[src/rtl/mmio_bus_pkg.sv]
// Shared types and constants for the CPU-side MMIO bus master.
package mmio_bus_pkg;

  typedef enum logic [2:0] {
    StIdle,
    StRead,
    StRmwRd,
    StMerge,
    StWrite,
    StResp
  } state_e;

  localparam logic [1:0] SZ_BYTE = 2'b00;
  localparam logic [1:0] SZ_HALF = 2'b01;
  localparam logic [1:0] SZ_WORD = 2'b10;

  localparam logic [15:0] MMIO_BASE_HI_DEFAULT = 16'hFFFF;

endpackage

[src/rtl/mmio_lane_align.sv]
// Byte/half lane extraction with sign/zero extension, and lane merge for read-modify-write.
module mmio_lane_align
  import mmio_bus_pkg::*;
(
  input  logic [1:0]  size_i,
  input  logic [1:0]  off_i,
  input  logic        unsigned_i,
  input  logic [31:0] rd_word_i,
  input  logic [31:0] mrg_word_i,
  input  logic [31:0] wdata_i,
  output logic [31:0] ld_data_o,
  output logic [31:0] mrg_data_o
);

  logic [7:0]  byte_v;
  logic [15:0] half_v;

  always_comb begin
    byte_v     = rd_word_i[{off_i, 3'b000} +: 8];
    half_v     = off_i[1] ? rd_word_i[31:16] : rd_word_i[15:0];
    ld_data_o  = rd_word_i;
    mrg_data_o = wdata_i;
    case (size_i)
      SZ_BYTE: begin
        ld_data_o  = {{24{~unsigned_i & byte_v[7]}}, byte_v};
        mrg_data_o = mrg_word_i;
        mrg_data_o[{off_i, 3'b000} +: 8] = wdata_i[7:0];
      end
      SZ_HALF: begin
        ld_data_o  = {{16{~unsigned_i & half_v[15]}}, half_v};
        mrg_data_o = mrg_word_i;
        mrg_data_o[{off_i[1], 4'b0000} +: 16] = wdata_i[15:0];
      end
      default: begin
        ld_data_o  = rd_word_i;
        mrg_data_o = wdata_i;
      end
    endcase
  end

endmodule

[src/rtl/mmio_bridge.sv]
// CPU-side MMIO master: turns sub-word/word loads and stores into word-aligned level-handshake
// bus transactions, with RMW for sub-word stores, stall, and misalign/timeout faults.
module mmio_bridge
  import mmio_bus_pkg::*;
#(
  parameter int unsigned TIMEOUT_CYCLES = 1024,
  parameter logic [15:0] MMIO_BASE_HI   = MMIO_BASE_HI_DEFAULT
) (
  input  logic        sys_clk,
  input  logic        rst_n,
  input  logic        cpu_req,
  input  logic        cpu_we,
  input  logic [1:0]  cpu_size,
  input  logic        cpu_unsigned,
  input  logic [31:0] cpu_addr,
  input  logic [31:0] cpu_wdata,
  output logic        cpu_stall,
  output logic        cpu_valid,
  output logic        cpu_fault,
  output logic [31:0] cpu_rdata,
  output logic        mmio_read,
  output logic        mmio_write,
  output logic [31:0] mmio_addr,
  output logic [31:0] mmio_write_data,
  input  logic        mmio_done,
  input  logic [31:0] mmio_read_data
);

  localparam int unsigned CntW = (TIMEOUT_CYCLES > 1) ? $clog2(TIMEOUT_CYCLES) : 1;
  localparam logic [CntW-1:0] CntLast = CntW'(TIMEOUT_CYCLES - 1);

  state_e      state_q, state_d;
  logic [CntW-1:0] cnt_q, cnt_d;
  logic [1:0]  off_q, off_d;
  logic [1:0]  size_q, size_d;
  logic        uns_q, uns_d;
  logic [31:0] wdata_q, wdata_d;
  logic [31:0] rd_word_q, rd_word_d;
  logic        mmio_read_q, mmio_read_d;
  logic        mmio_write_q, mmio_write_d;
  logic [31:0] mmio_addr_q, mmio_addr_d;
  logic [31:0] mmio_wdata_q, mmio_wdata_d;
  logic        cpu_valid_q, cpu_valid_d;
  logic        cpu_fault_q, cpu_fault_d;
  logic [31:0] cpu_rdata_q, cpu_rdata_d;

  logic        hit, misaligned;
  logic [31:0] ld_data, mrg_data;

  assign hit = cpu_req & (cpu_addr[31:16] == MMIO_BASE_HI);
  assign misaligned = ((cpu_size == SZ_HALF) & cpu_addr[0]) |
                      (cpu_size[1] & (cpu_addr[1:0] != 2'b00));

  // Extraction works on the live bus word; merge works on the word captured in RMW_RD.
  mmio_lane_align u_lane_align (
    .size_i     (size_q),
    .off_i      (off_q),
    .unsigned_i (uns_q),
    .rd_word_i  (mmio_read_data),
    .mrg_word_i (rd_word_q),
    .wdata_i    (wdata_q),
    .ld_data_o  (ld_data),
    .mrg_data_o (mrg_data)
  );

  always_comb begin
    state_d      = state_q;
    cnt_d        = cnt_q;
    off_d        = off_q;
    size_d       = size_q;
    uns_d        = uns_q;
    wdata_d      = wdata_q;
    rd_word_d    = rd_word_q;
    mmio_read_d  = mmio_read_q;
    mmio_write_d = mmio_write_q;
    mmio_addr_d  = mmio_addr_q;
    mmio_wdata_d = mmio_wdata_q;
    cpu_valid_d  = 1'b0;
    cpu_fault_d  = cpu_fault_q;
    cpu_rdata_d  = cpu_rdata_q;

    unique case (state_q)
      StIdle: begin
        if (hit) begin
          off_d       = cpu_addr[1:0];
          size_d      = cpu_size;
          uns_d       = cpu_unsigned;
          wdata_d     = cpu_wdata;
          mmio_addr_d = {cpu_addr[31:2], 2'b00};
          cnt_d       = '0;
          if (misaligned) begin
            state_d     = StResp;
            cpu_valid_d = 1'b1;
            cpu_fault_d = 1'b1;
            cpu_rdata_d = '0;
          end else if (!cpu_we) begin
            state_d     = StRead;
            mmio_read_d = 1'b1;
          end else if (cpu_size[1]) begin
            state_d      = StWrite;
            mmio_write_d = 1'b1;
            mmio_wdata_d = cpu_wdata;
          end else begin
            state_d     = StRmwRd;
            mmio_read_d = 1'b1;
          end
        end
      end
      StRead, StRmwRd: begin
        // Done on the final counted cycle still completes normally.
        if (mmio_done) begin
          mmio_read_d = 1'b0;
          if (state_q == StRead) begin
            state_d     = StResp;
            cpu_valid_d = 1'b1;
            cpu_fault_d = 1'b0;
            cpu_rdata_d = ld_data;
          end else begin
            state_d   = StMerge;
            rd_word_d = mmio_read_data;
          end
        end else if (cnt_q == CntLast) begin
          mmio_read_d = 1'b0;
          state_d     = StResp;
          cpu_valid_d = 1'b1;
          cpu_fault_d = 1'b1;
          cpu_rdata_d = '0;
        end else begin
          cnt_d = cnt_q + 1'b1;
        end
      end
      StMerge: begin
        state_d      = StWrite;
        mmio_write_d = 1'b1;
        mmio_wdata_d = mrg_data;
        cnt_d        = '0;
      end
      StWrite: begin
        if (mmio_done || (cnt_q == CntLast)) begin
          mmio_write_d = 1'b0;
          state_d      = StResp;
          cpu_valid_d  = 1'b1;
          cpu_fault_d  = ~mmio_done;
          cpu_rdata_d  = '0;
        end else begin
          cnt_d = cnt_q + 1'b1;
        end
      end
      StResp: state_d = StIdle;
      default: state_d = StIdle;
    endcase
  end

  always_ff @(posedge sys_clk or negedge rst_n) begin
    if (!rst_n) begin
      state_q      <= StIdle;
      cnt_q        <= '0;
      off_q        <= '0;
      size_q       <= '0;
      uns_q        <= 1'b0;
      wdata_q      <= '0;
      rd_word_q    <= '0;
      mmio_read_q  <= 1'b0;
      mmio_write_q <= 1'b0;
      mmio_addr_q  <= '0;
      mmio_wdata_q <= '0;
      cpu_valid_q  <= 1'b0;
      cpu_fault_q  <= 1'b0;
      cpu_rdata_q  <= '0;
    end else begin
      state_q      <= state_d;
      cnt_q        <= cnt_d;
      off_q        <= off_d;
      size_q       <= size_d;
      uns_q        <= uns_d;
      wdata_q      <= wdata_d;
      rd_word_q    <= rd_word_d;
      mmio_read_q  <= mmio_read_d;
      mmio_write_q <= mmio_write_d;
      mmio_addr_q  <= mmio_addr_d;
      mmio_wdata_q <= mmio_wdata_d;
      cpu_valid_q  <= cpu_valid_d;
      cpu_fault_q  <= cpu_fault_d;
      cpu_rdata_q  <= cpu_rdata_d;
    end
  end

  assign cpu_stall       = ((state_q == StIdle) & hit) |
                           ((state_q != StIdle) & (state_q != StResp));
  assign cpu_valid       = cpu_valid_q;
  assign cpu_fault       = cpu_fault_q;
  assign cpu_rdata       = cpu_rdata_q;
  assign mmio_read       = mmio_read_q;
  assign mmio_write      = mmio_write_q;
  assign mmio_addr       = mmio_addr_q;
  assign mmio_write_data = mmio_wdata_q;

endmodule

[config.mk]
export PLATFORM = sky130hd
export DESIGN_NAME = mmio_bridge
export DESIGN_NICKNAME = d
export VERILOG_FILES = /design/src/rtl/mmio_bus_pkg.sv /design/src/rtl/mmio_lane_align.sv /design/src/rtl/mmio_bridge.sv
export SDC_FILE = /design/constraint.sdc
export NUM_CORES = 1
export LEC_CHECK = 0
export CAP_MARGIN = 0
export CORE_UTILIZATION = 57
export CTS_BUF_LIST = sky130_fd_sc_hd__clkbuf_8
export DETAILED_ROUTE_END_ITERATION = 10
export PLACE_DENSITY_LB_ADDON = 0.08
export SYNTH_ARGS = -nofsm -noshare
export SYNTH_HDL_FRONTEND = slang
export SYNTH_SLANG_ARGS = --single-unit
[constraint.sdc]
create_clock -name sys_clk -period 7.81 [get_ports sys_clk]
set_input_delay 1.562 -clock sys_clk [delete_from_list [all_inputs] [get_ports sys_clk]]
set_output_delay 1.562 -clock sys_clk [all_outputs]
set_load 0.005 [all_outputs]
After elaboration in Yosys (flattened, before gate mapping)
Cells that the tools add are included.
Storage, ports and cells
  register bits after elaboration: 180
  input bits: 104
  output and inout bits: 101
  logic and storage cells: 132
Operators by class
  add/sub/neg operators: 3
  equal/unequal tests: 21
  shift operators: 5
  mux-type cells: 58
  bitwise operators: 12
  reduce and logical (&&, ||, !) cells: 19
Operators with widths (count)
  2-to-1 mux 32 bit: 10
  one-hot mux 32 bit (2 select lines): 3
  one-hot mux 32 bit (3 select lines): 1
  bitwise mux 32 bit: 2
  2-to-1 mux 10 bit: 4
  one-hot mux 10 bit (4 select lines): 1
  variable shift 16 x 7 -> 32 bit (first input constant): 1
  variable shift 8 x 7 -> 32 bit (first input constant): 1
  indexed part select 16 x 7 -> 32 bit: 1
  indexed part select 32 x 6 -> 8 bit: 1
  indexed part select 8 x 7 -> 32 bit: 1
  2-to-1 mux 3 bit: 8
  2-to-1 mux 1 bit: 23
  != test 2 bit (second input constant): 9
  equality test 16 bit (second input constant): 1
  2-to-1 mux 16 bit: 1
  AND reduction 5 bit: 3
  negation 5 -> 7 bit: 2
  != test 3 bit (second input constant): 4
  one-hot mux 3 bit (4 select lines): 1
  AND reduction 6 bit: 2
  adder 10 x 1 -> 10 bit (second input constant): 1
  equality test 10 bit (second input constant): 1
  one-hot mux 1 bit (3 select lines): 3
  other kinds (17): 33

Depth between registers and ports, before layout
Gate-level depths: netlist of run 1.
  word-level depth: 6
  mapped depth: 11
  gate-level depth less buffers: 7

Modules after synthesis
A second synthesis of run 1 with hierarchy kept.
Unflattened totals
  cells, all modules: 858
  area total of the unflattened synthesis: 8929.8 um^2
Modules (own cells, without submodules)
  mmio_bridge: times used 1, cells each 636, area each 7355.8 um^2, sequential area each 4504.3 um^2
  mmio_lane_align: times used 1, cells each 222, area each 1574.0 um^2, sequential area each 0.0 um^2

Worst setup path after synthesis of run 1
OpenSTA, ideal clock, no wires.
  kind: input to output
  from: in cpu_addr[22]
  to: out cpu_stall
  arrival time: 2357 ps
  required time: 6248 ps
  slack: 3891 ps
  stages on the path: 5
  path buffers: 0
  path through: nand4_1 > nor3_1 > nand2_1 > nand2_1 > a21o_1
Between the ends
  cells in the longest elaborated chain, start to end: 4
RTL lines
  from (decl): RTL line mmio_bridge.sv:15  | input logic [31:0] cpu_addr,
  equality test 16 bit: RTL line mmio_bridge.sv:50  | assign hit = cpu_req & (cpu_addr[31:16] == MMIO_BASE_HI);
  bitwise AND 1 bit: RTL line mmio_bridge.sv:50
  bitwise AND 1 bit: RTL line mmio_bridge.sv:188  | assign cpu_stall = ((state_q == StIdle) & hit) |
  bitwise OR 1 bit: RTL line mmio_bridge.sv:188
  to (decl): RTL line mmio_bridge.sv:17  | output logic cpu_stall,
No other way between the ends.

Final worst setup path of run 1
Ends and elaborated chain as after synthesis.

==> out/qor.yml, run 1 <==
logic_synthesis:
  synth_warnings: 0
  ys_types: 59
  avgSynthCellArea_um2: 10.7
  async_reset_ff_share_pct: 100
  synthesis.instances: 862
  ys_ff_latch: 180
  synthFlopType: "dfrtp_1"
  syn-cell-area_mm2: 0.00919
  synth-edff-count: 0
  synth-seq-area-share_pct: 49.0
placement:
  placed_area_mm2: 0.0113
  dp_slack_ns: 2.60
  place_congestion: 0.867
  io_buffer_count: 202
  dp_hpwl_um: 17100
detailed_routing:
  viasPerCell: 6.22
  postRouteAntennaNets: 0
  drc: 0
  wl_met1_um: 11100
  highest_layer: "met4"
  routed_wl_um: 24900
  wl_per_cell_um: 20.0
  dr_wl_met3_um: 1930
  first_pass_iters: 6
  wl_met2_um: 11300
  vias: 7751
  drtIter0Drc: 664
sta:
  rsz0062_at_grt: "no"
  min_period_over_period_pct: 66.9
  layout_setup_ws_ns: 2.58
  worst_pin_slew_ns: 1.22
  post-route-min-period_ns: 5.23
  hold_viol: 0
  setup_tns_ns: 0
  drv_slew: 0
  fmax_mhz: 191
  max-slew-margin-rel_pct: 18.5
  final.setup_skew_ns: 0.0155
  setup_violations: 0
critical_path:
  crit_slowest_cell: "nor3_1"
  cp.buffers_inverters: 2
  worst-path-max-fanout: 5
  startpoint_type: "input port"
  cp.required_ns: 6.25
  crit_arrival_ns: 3.67
  path_cells: "clkdlybuf4s50_1, nand4_1, nor3_1, nand2_1, nand2_1, a21o_1, clkdlybuf4s50_1"
  path_class: "in2out"
  slowest_delay_ns: 0.56
  cp_top_family: "simple AND/OR/NAND/NOR gates"
  endpoint_kind: "output port"
layout:
  syn_to_final_growth_pct: 26.9
  final_layout_size_suffix_gt1_share_pct: 14.4
  final_area_mm2: 0.0117
  multi_input_area_mm2: 0.00424
  fin_nets: 1128
  fin_util_pct: 73.7
  fill_cells: 1172
  n_antenna_cell: 0
  register_area_mm2: 0.00451
cts:
  post_cts_buffers: 0
  cts_max_level: 4
  clk-insertion-delay-late_ns: 0.47
  clockBufferDepth: 2
  cts_made_buffers: 17
  ctsResizeCount: 0
  path_clk_slew_ns: 0.11
  cts_tree: "built"
  holdBufCountCts: 0
  cts_sinks: 180
  cts_root_buffer: "clkbuf_8"
die:
  die_h_um: 129
  die_area_mm2: 0.0166
  start_util_pct: 58.0
  ios: 205
  die_w_um: 129
  num_rows: 46
  core_area_mm2: 0.0158
power:
  p_per_area_mw_per_mm2: 180
  p_leak_nw: 5.19
  peakVddDrop_uv: 132
global_route:
  antenna_found_initial: 0
  grt_overflow_total: 0
  grt_pass1_vias: 7149
  grt_use_total_pct: 31.0
  grt_pass1_wl_um: 39300
  grt_max_degree: 71
outcome:
  status: "completed"
hold_path:
  hp-class: "reg2reg"
run:
  drv_cap: 0
## final timing paths
check | startpoint | end | slack [ns] | depth (start not counted)
max in group asynchronous | rst_n | cpu_rdata[13] | 5.52 | 2
worst max register to register | off_q[1] | mmio_write_data[28] | 3.94 | 6
worst min-delay path | mmio_addr[23] | mmio_addr[23] | 0.47 | 1
worst max-delay path | cpu_addr[22] | cpu_stall | 2.58 | 7
min in group asynchronous | rst_n | mmio_write_data[17] | 1.04 | 1
worst min register to register | mmio_addr[23] | mmio_addr[23] | 0.47 | 1
## metrics by stage
| stage | instances | hold slack (ns) | total power [mW] |
|---|---|---|---|
| 2_1_floorplan | 863 | 0.459 | 1.25 |
| 3_3_place_gp | 1215 | 0.449 | 1.46 |
| 3_5_place_dp | 1215 | 0.451 | 1.47 |
| 4_1_cts | 1247 | 0.480 | 2.12 |
| 5_1_grt | 1247 | 0.488 | 2.20 |
| 6_report | 1247 | 0.475 | 2.10 |
## cells in the mapped netlist (7+ instances only)
master | instances | area, um^2
mux2i_1 | 9 | 90.1
a31oi_1 | 13 | 81.3
nand2_1 | 51 | 191
nand2b_1 | 25 | 156
nor2b_1 | 11 | 68.8
o31ai_1 | 14 | 105
a221oi_1 | 22 | 193
o211ai_1 | 8 | 60.1
a21oi_1 | 56 | 280
nor2_1 | 28 | 105
o2bb2ai_1 | 18 | 158
mux2_2 | 94 | 1060
a221o_1 | 26 | 260
dfrtp_1 | 180 | 4500
nand3_1 | 40 | 200
nor3_1 | 10 | 50.1
o21ai_0 | 22 | 110
o22ai_1 | 10 | 62.6
o221ai_1 | 7 | 61.3
buf_1 | 15 | 56.3
a22o_1 | 9 | 78.8
inv_1 | 41 | 154
clkbuf_1 | 50 | 188
mux2_1 | 23 | 259
## logic make-up after synthesis
family | Yosys count | synth area share, %
compound gates | 236 | 18.7
xor+xnor | 2 | 0.191
simple gates | 195 | 10.7
mux | 126 | 15.3
other cells | 1 | 0.0408
fa+ha+maj | 6 | 0.817
flops | 180 | 49.0
buf+inv | 116 | 5.14
## placed cells by master (no fill, tap or decap), drive strengths merged, types with 11 or more instances in the layout
master and count:
o21ai 24, nor2b 11, inv 49, a21oi 56
a221oi 22, nand3 40, clkbuf 17, a221o 26
o31ai 14, mux2 117, nand2 51, nand2b 25
o2bb2ai 18, clkdlybuf4s50 201, dfrtp 180, nor2 28
a31oi 13, nor3 11
## power by group
part	internal [mW]	switching (mW)
Clock	0.269	0.382
Combinational	0.214	0.199
Sequential	0.987	0.0527
Total	1.47	0.633
## per-layer routing
layer | vias to the layer above | global-route usage, %
met5 | - | 0
met4 | 0 | 10.5
met3 | 48 | 5.78
met2 | 352 | 46.6
met1 | 3849 | 45.2
li1 | 3502 | -
## worst reg2reg max path: stages, from the launching register on
cell      delay [ns]
dfrtp_1         1.17
inv_1           0.51
ha_1            0.53
nor2_1          0.69
and2_1          0.43
a221oi_1        0.13
o31ai_1         0.31
## final cells by class
type / instances / area share (%)
flip-flops and latches: 180 / 38.6
inverters: 41 / 1.32
repair buffers: 211 / 17.9
multi-input cells: 567 / 36.4
well taps: 216 / 2.32
clock buffers: 17 / 2.01
clock inverters: 15 / 1.43
## sequential cells by signal, summed over array words and instances, names as in the netlist
register         flops
rd_word_q           32
off_q                2
cpu_valid            1
mmio_write           1
wdata_q             32
mmio_read            1
size_q               2
mmio_addr           30
cpu_rdata           32
mmio_write_data     32
cpu_fault            1
state_q              3
cnt_q               10
uns_q                1
Note: power is estimated with default switching activity, not from simulation.
==> run 2: changes to the inputs <==
--- a/config.mk
+++ b/config.mk
@@ -6,7 +6,7 @@
 export NUM_CORES = 1
 export LEC_CHECK = 0
 export CAP_MARGIN = 0
-export CORE_UTILIZATION = 57
+export CORE_UTILIZATION = 47
 export CTS_BUF_LIST = sky130_fd_sc_hd__clkbuf_8
 export DETAILED_ROUTE_END_ITERATION = 10
 export PLACE_DENSITY_LB_ADDON = 0.08
==> constraint.sdc (replaced) <==
create_clock -name sys_clk -period 4.7 [get_ports sys_clk]
set_input_delay 0.94 -clock sys_clk [delete_from_list [all_inputs] [get_ports sys_clk]]
set_output_delay 0.94 -clock sys_clk [all_outputs]
set_load 0.005 [all_outputs]
==> run 2 against run 1 <==
Via count decreased by 1.8%. Worst setup slack got worse by 1.9 ns. Register-to-register slack got worse by 2.1 ns. Global-route usage decreased by 5.5 points. Clock-buffer cell count unchanged. Critical endpoint unchanged. Clock power increased by 58%. Critical path depth unchanged. Sequential cell count unchanged. Highest routed layer unchanged.
==> out/qor.yml, run 2 (same netlist as run 1, synthesis figures left out) <==
outcome:
  status: "completed"  # unchanged
sta:
  fmax_mhz: 248
  worst_pin_slew_ns: 1.06  # was 1.22 ns
  drv_slew: 0  # unchanged
  setup_violations: 0  # unchanged
  min_period_over_period_pct: 85.8
  max-slew-margin-rel_pct: 29.1  # was 18.5%
  rsz0062_at_grt: "no"  # unchanged
  hold_viol: 0  # unchanged
  final.setup_skew_ns: 0.0160  # was 0.0155 ns
  setup_tns_ns: 0  # unchanged
  post-route-min-period_ns: 4.03
placement:
  io_buffer_count: 202  # unchanged
  dp_hpwl_um: 17800  # was 17100 um
  dp.cells: 1264  # was 1215
  place_congestion: 0.866  # was 0.867
layout:
  final_layout_size_suffix_gt1_share_pct: 14.7  # was 14.4%
  syn_to_final_growth_pct: 27.8  # was 26.9%
  fill_cells: 1615  # was 1172
  stdcell_count: 1297  # was 1247
  fin_nets: 1133  # was 1128
  mostFrequentLayoutCells: "201 x clkdlybuf4s50_1, 179 x dfrtp_1, 94 x mux2_2, 56 x a21oi_1, 51 x nand2_1"  # unchanged
  final_common_cell: "clkdlybuf4s50_1"  # unchanged
critical_path:
  startpoint_type: "input port"  # unchanged
  crit_arrival_ns: 3.09  # was 3.67 ns
  worst-path-max-fanout: 5  # unchanged
  endpoint_kind: "output port"  # unchanged
  cp.required_ns: 3.76  # was 6.25 ns
  path_class: "in2out"  # unchanged
hold_path:
  hp-class: "in2async"  # was reg2reg
detailed_routing:
  drtIter0Drc: 634  # was 664
  routed_wl_um: 25400  # was 24900 um
  wl_per_cell_um: 19.6  # was 20.0 um
  highest_layer: "met4"  # unchanged
  dr_wl_met3_um: 1930  # about the same
  viasPerCell: 5.87  # was 6.22
  first_pass_iters: 7  # was 6
  wl_met2_um: 11200  # was 11300 um
  postRouteAntennaNets: 0  # unchanged
  drc: 0  # unchanged
  vias: 7615  # was 7751
  wl_met1_um: 11800  # was 11100 um
cts:
  cts_max_level: 4  # unchanged
  cts_made_buffers: 17  # unchanged
  clk-insertion-delay-late_ns: 0.47  # about the same
  clockBufferDepth: 2  # unchanged
  cts_tree: "built"  # unchanged
  path_clk_slew_ns: 0.10  # was 0.11 ns
  post_cts_buffers: 0  # unchanged
  cts_root_buffer: "clkbuf_8"  # unchanged
  holdBufCountCts: 0  # unchanged
  ctsResizeCount: 0  # unchanged
  cts_sinks: 180  # unchanged
power:
  power.internal_mw: 2.39  # was 1.47 mW
  pwr-share-clk_pct: 29.9  # was 30.9%
  p_sw_mw: 1.06  # was 0.633 mW
  p_per_area_mw_per_mm2: 294  # was 180 mW/mm^2
  swShare_pct: 30.7  # was 30.1%
  p_comb_share_pct: 20.0  # was 19.6%
  p_leak_nw: 5.21  # was 5.19 nW
  seq_power_share_pct: 50.1  # was 49.4%
  peakVddDrop_uv: 167  # was 132 uV
global_route:
  grt_pass1_vias: 6941  # was 7149
  antenna_found_initial: 1  # was 0
  grt_overflow_total: 0  # unchanged
  grt_pass1_wl_um: 39600  # was 39300 um
  grt_use_total_pct: 25.5  # was 31.0%
  grt_max_degree: 91  # was 71
die:
  core_area_mm2: 0.0190  # was 0.0158 mm^2
  die_h_um: 142  # was 129 um
  ios: 205  # unchanged
  start_util_pct: 48.5  # was 58.0%
  num_rows: 50  # was 46
  die_area_mm2: 0.0201  # was 0.0166 mm^2
  die_w_um: 142  # was 129 um
run:
  drv_cap: 0  # unchanged
## run 2: worst paths after layout
check	from	to	slack, ns	cells after the start
min in group sys_clk	mmio_addr[24]	mmio_addr[24]	0.47	1
max in group asynchronous	rst_n	state_q[2]	3.38	2
min	rst_n	mmio_write_data[16]	0.41	1
min reg2reg	mmio_addr[24]	mmio_addr[24]	0.47	1
max	cpu_addr[18]	cpu_stall	0.67	7
max reg2reg	state_q[0]	cpu_rdata[25]	1.80	5
## run 2: power by group through the flow
| stage | clock, mW | combinational (mW) | sequential (mW) |
|---|---|---|---|
| after detailed placement | 0 | 0.695 | 1.76 |
| after CTS | 1.06 | 0.699 | 1.73 |
| final | 1.03 | 0.691 | 1.73 |
| after floorplan | 0 | 0.350 | 1.73 |
| after global routing | 1.12 | 0.750 | 1.74 |
| after global placement | 0 | 0.690 | 1.76 |
## run 2: through the flow
step                      hold slack, ns  util [%]  power [mW]  setup slack, ns  area, um^2
after floorplan                    0.459         -        2.08             2.01        9190
after global placement             0.448      60.0        2.45            0.678       11400
after detailed placement           0.451      60.0        2.45            0.642       11400
after CTS                          0.411      61.9        3.48            0.648       11700
after global routing               0.432      61.9        3.61            0.494       11700
final                              0.414      61.9        3.45            0.670       11700
## run 2: layout make-up
class	count	area, um^2	area share, %
clock buffers	17	234	1.99
flip-flops and latches	180	4510	38.4
diodes	1	2.50	0.0213
inverters	41	154	1.31
clock inverters	15	141	1.20
well taps	260	325	2.77
multi-input cells	567	4240	36.1
repair buffers	216	2140	18.2
## run 2: metal layers
layer / up-vias / track usage, %
li1: 3514 / -
met1: 3736 / 38.5
met2: 333 / 36.4
met3: 32 / 5.33
met4: 0 / 7.64
met5: - / 0
## run 2: worst max-delay path, stage by stage
cell and delay [ns]:
clkdlybuf4s50_1 0.46, nand4_1 0.08, nor3_1 0.62, nand2_1 0.25, nand2_1 0.13, a21o_1 0.11, clkdlybuf4s50_1 0.49
==> run 3: changes to the inputs <==
--- a/config.mk
+++ b/config.mk
@@ -6,9 +6,11 @@
 export NUM_CORES = 1
 export LEC_CHECK = 0
 export CAP_MARGIN = 0
-export CORE_UTILIZATION = 47
+export CORE_MARGIN = 2
+export CORE_UTILIZATION = 60
 export CTS_BUF_LIST = sky130_fd_sc_hd__clkbuf_8
 export DETAILED_ROUTE_END_ITERATION = 10
+export DONT_BUFFER_PORTS = 1
 export PLACE_DENSITY_LB_ADDON = 0.08
 export SYNTH_ARGS = -nofsm -noshare
 export SYNTH_HDL_FRONTEND = slang
==> run 3 against run 2 <==
Non-clock buffer count shrank 207. Sequential share of layout area grew 8.3 points. Global-route usage grew 5.1 points. First-iteration DRC count grew 20%. Sequential power is essentially flat. Core utilization grew 2.0 points. Combinational power shrank 43%. Clock skew shrank 0.0023 ns. Largest cell class unchanged.
==> out/qor.yml, run 3 (same netlist as run 1, synthesis figures left out) <==
outcome:
  status: "completed"  # unchanged
layout:
  fill_cells: 1208  # was 1615
  final_area_mm2: 0.00965  # was 0.0117 mm^2
  final_common_cell: "dfrtp_1"  # was clkdlybuf4s50_1
  mostFrequentLayoutCells: "179 x dfrtp_1, 94 x mux2_2, 56 x a21oi_1, 51 x nand2_1, 41 x inv_1"  # was 201 x clkdlybuf4s50_1, 179 x dfrtp_1, 94 x mux2_2, 56 x a21oi_1, 51 x nand2_1
  fin_nets: 926  # was 1133
  syn_to_final_growth_pct: 5.03  # was 27.8%
  n_antenna_cell: 0  # was 1
  final_layout_size_suffix_gt1_share_pct: 17.7  # was 14.7%
cts:
  holdBufCountCts: 0  # unchanged
  clk-insertion-delay-late_ns: 0.48  # was 0.47 ns
  cts_sinks: 180  # unchanged
  clockBufferDepth: 2  # unchanged
  ctsResizeCount: 0  # unchanged
  path_clk_slew_ns: 0.09  # was 0.10 ns
  post_cts_buffers: 0  # unchanged
  cts_tree: "built"  # unchanged
  cts_root_buffer: "clkbuf_8"  # unchanged
  cts_max_level: 4  # unchanged
  cts_made_buffers: 17  # unchanged
sta:
  max-slew-margin-rel_pct: 30.6  # was 29.1%
  fmax_mhz: 327  # was 248 MHz
  worst_pin_slew_ns: 1.04  # was 1.06 ns
  final.setup_skew_ns: 0.0136  # was 0.0160 ns
  layout_setup_ws_ns: 1.64  # was 0.670 ns
  drv_slew: 0  # unchanged
  rsz0062_at_grt: "no"  # unchanged
  setup_tns_ns: 0  # unchanged
  setup_violations: 0  # unchanged
  post-route-min-period_ns: 3.06  # was 4.03 ns
  fin_hold_ws_ns: 0.157  # was 0.414 ns
  min_period_over_period_pct: 65.1  # was 85.8%
  hold_viol: 0  # unchanged
die:
  die_w_um: 128  # was 142 um
  die_area_mm2: 0.0163  # was 0.0201 mm^2
  die_h_um: 128  # was 142 um
  start_util_pct: 60.9  # was 48.5%
  ios: 205  # unchanged
  core_area_mm2: 0.0151  # was 0.0190 mm^2
  num_rows: 45  # was 50
placement:
  placed_area_mm2: 0.00920  # was 0.0114 mm^2
  dp_slack_ns: 1.65  # was 0.642 ns
  place_congestion: 0.862  # was 0.866
  io_buffer_count: 0  # was 202
  dp_hpwl_um: 17100  # was 17800 um
power:
  peakVddDrop_uv: 247  # was 167 uV
  p_leak_nw: 4.47  # was 5.21 nW
  p_per_area_mw_per_mm2: 345  # was 294 mW/mm^2
critical_path:
  r2r_cells: 8  # was 5
  startpoint_type: "flip-flop"  # was input port
  path_class: "reg2reg"  # was in2out
  cp.required_ns: 5.09  # was 3.76 ns
  crit_arrival_ns: 3.45  # was 3.09 ns
  endpoint_kind: "flip-flop"  # was output port
  worst-path-max-fanout: 31  # was 5
global_route:
  grt_max_degree: 181  # was 91
  grt_pass1_wl_um: 38600  # was 39600 um
  antenna_found_initial: 0  # was 1
  grt_pass1_vias: 6677  # was 6941
  grt_overflow_total: 0  # unchanged
  grt_use_total_pct: 30.5  # was 25.5%
detailed_routing:
  drc: 0  # unchanged
  drtIter0Drc: 758  # was 634
  routed_wl_um: 24600  # was 25400 um
  postRouteAntennaNets: 0  # unchanged
  first_pass_iters: 5  # was 7
  wl_per_cell_um: 24.2  # was 19.6 um
  vias: 7037  # was 7615
  viasPerCell: 6.92  # was 5.87
hold_path:
  hp-class: "in2async"  # unchanged
run:
  drv_cap: 0  # unchanged
[run 3: cell types whose count changed in the layout (fill, tap and decap cells not counted), moves of 3 or more]
cell	change
inv_8	-3
buf_4	-4
bufinv_16	+4
clkdlybuf4s50_1	-201
clkinv_2	+3
[run 3: cell type report]
type | instances | area (um^2) | share of cell area [%]
flip-flops and latches | 180 | 4510 | 46.7
inverters | 41 | 154 | 1.60
clock inverters | 14 | 198 | 2.05
multi-input cells | 567 | 4240 | 43.9
repair buffers | 9 | 67.6 | 0.700
well taps | 188 | 235 | 2.44
clock buffers | 18 | 248 | 2.57
[run 3: worst max-delay path: stages, from the launching register on]
cell and delay [ns]:
dfrtp_1 0.33, buf_4 0.33, inv_1 0.31, ha_1 0.47, nor2_1 0.69, a311oi_1 0.20, a211oi_1 0.37, a211oi_1 0.08
a31oi_1 0.18
[run 3: path summary, 6_finish.rpt]
check | startpoint | endpoint | slack (ns)
max | off_q[1] | mmio_write_data[30] | 1.64
min | rst_n | mmio_write_data[17] | 0.16
max reg2reg | off_q[1] | mmio_write_data[30] | 1.64
min reg2reg | mmio_addr[18] | mmio_addr[18] | 0.50
max in group asynchronous | rst_n | cpu_rdata[9] | 4.18
min in group sys_clk | mmio_addr[18] | mmio_addr[18] | 0.50
[run 3: power breakdown]
| group | internal, mW | leakage (nW) | total (mW) | switching, mW |
|---|---|---|---|---|
| Clock | 0.601 | 0.226 | 1.18 | 0.583 |
| Combinational | 0.157 | 1.80 | 0.397 | 0.239 |
| Sequential | 1.64 | 2.45 | 1.75 | 0.108 |
| Total | 2.40 | 4.47 | 3.33 | 0.930 |
[run 3: per-stage QoR]
step	utilization [%]	power, mW	instances
floorplan	-	2.08	863
detailed placement	61.0	2.17	985
finish	63.9	3.33	1017
global route	63.9	3.47	1017
global placement	61.0	2.14	985
CTS	63.9	3.35	1017
[run 3: per-layer routing]
layer  vias to the layer above  share of wire [%]  track usage, %
li1                       3089                  -               -
met1                      3527                 41            43.4
met2                       386                 47            46.2
met3                        35                 11            9.14
met4                         0                1.5            8.21
met5                         -                  0               0
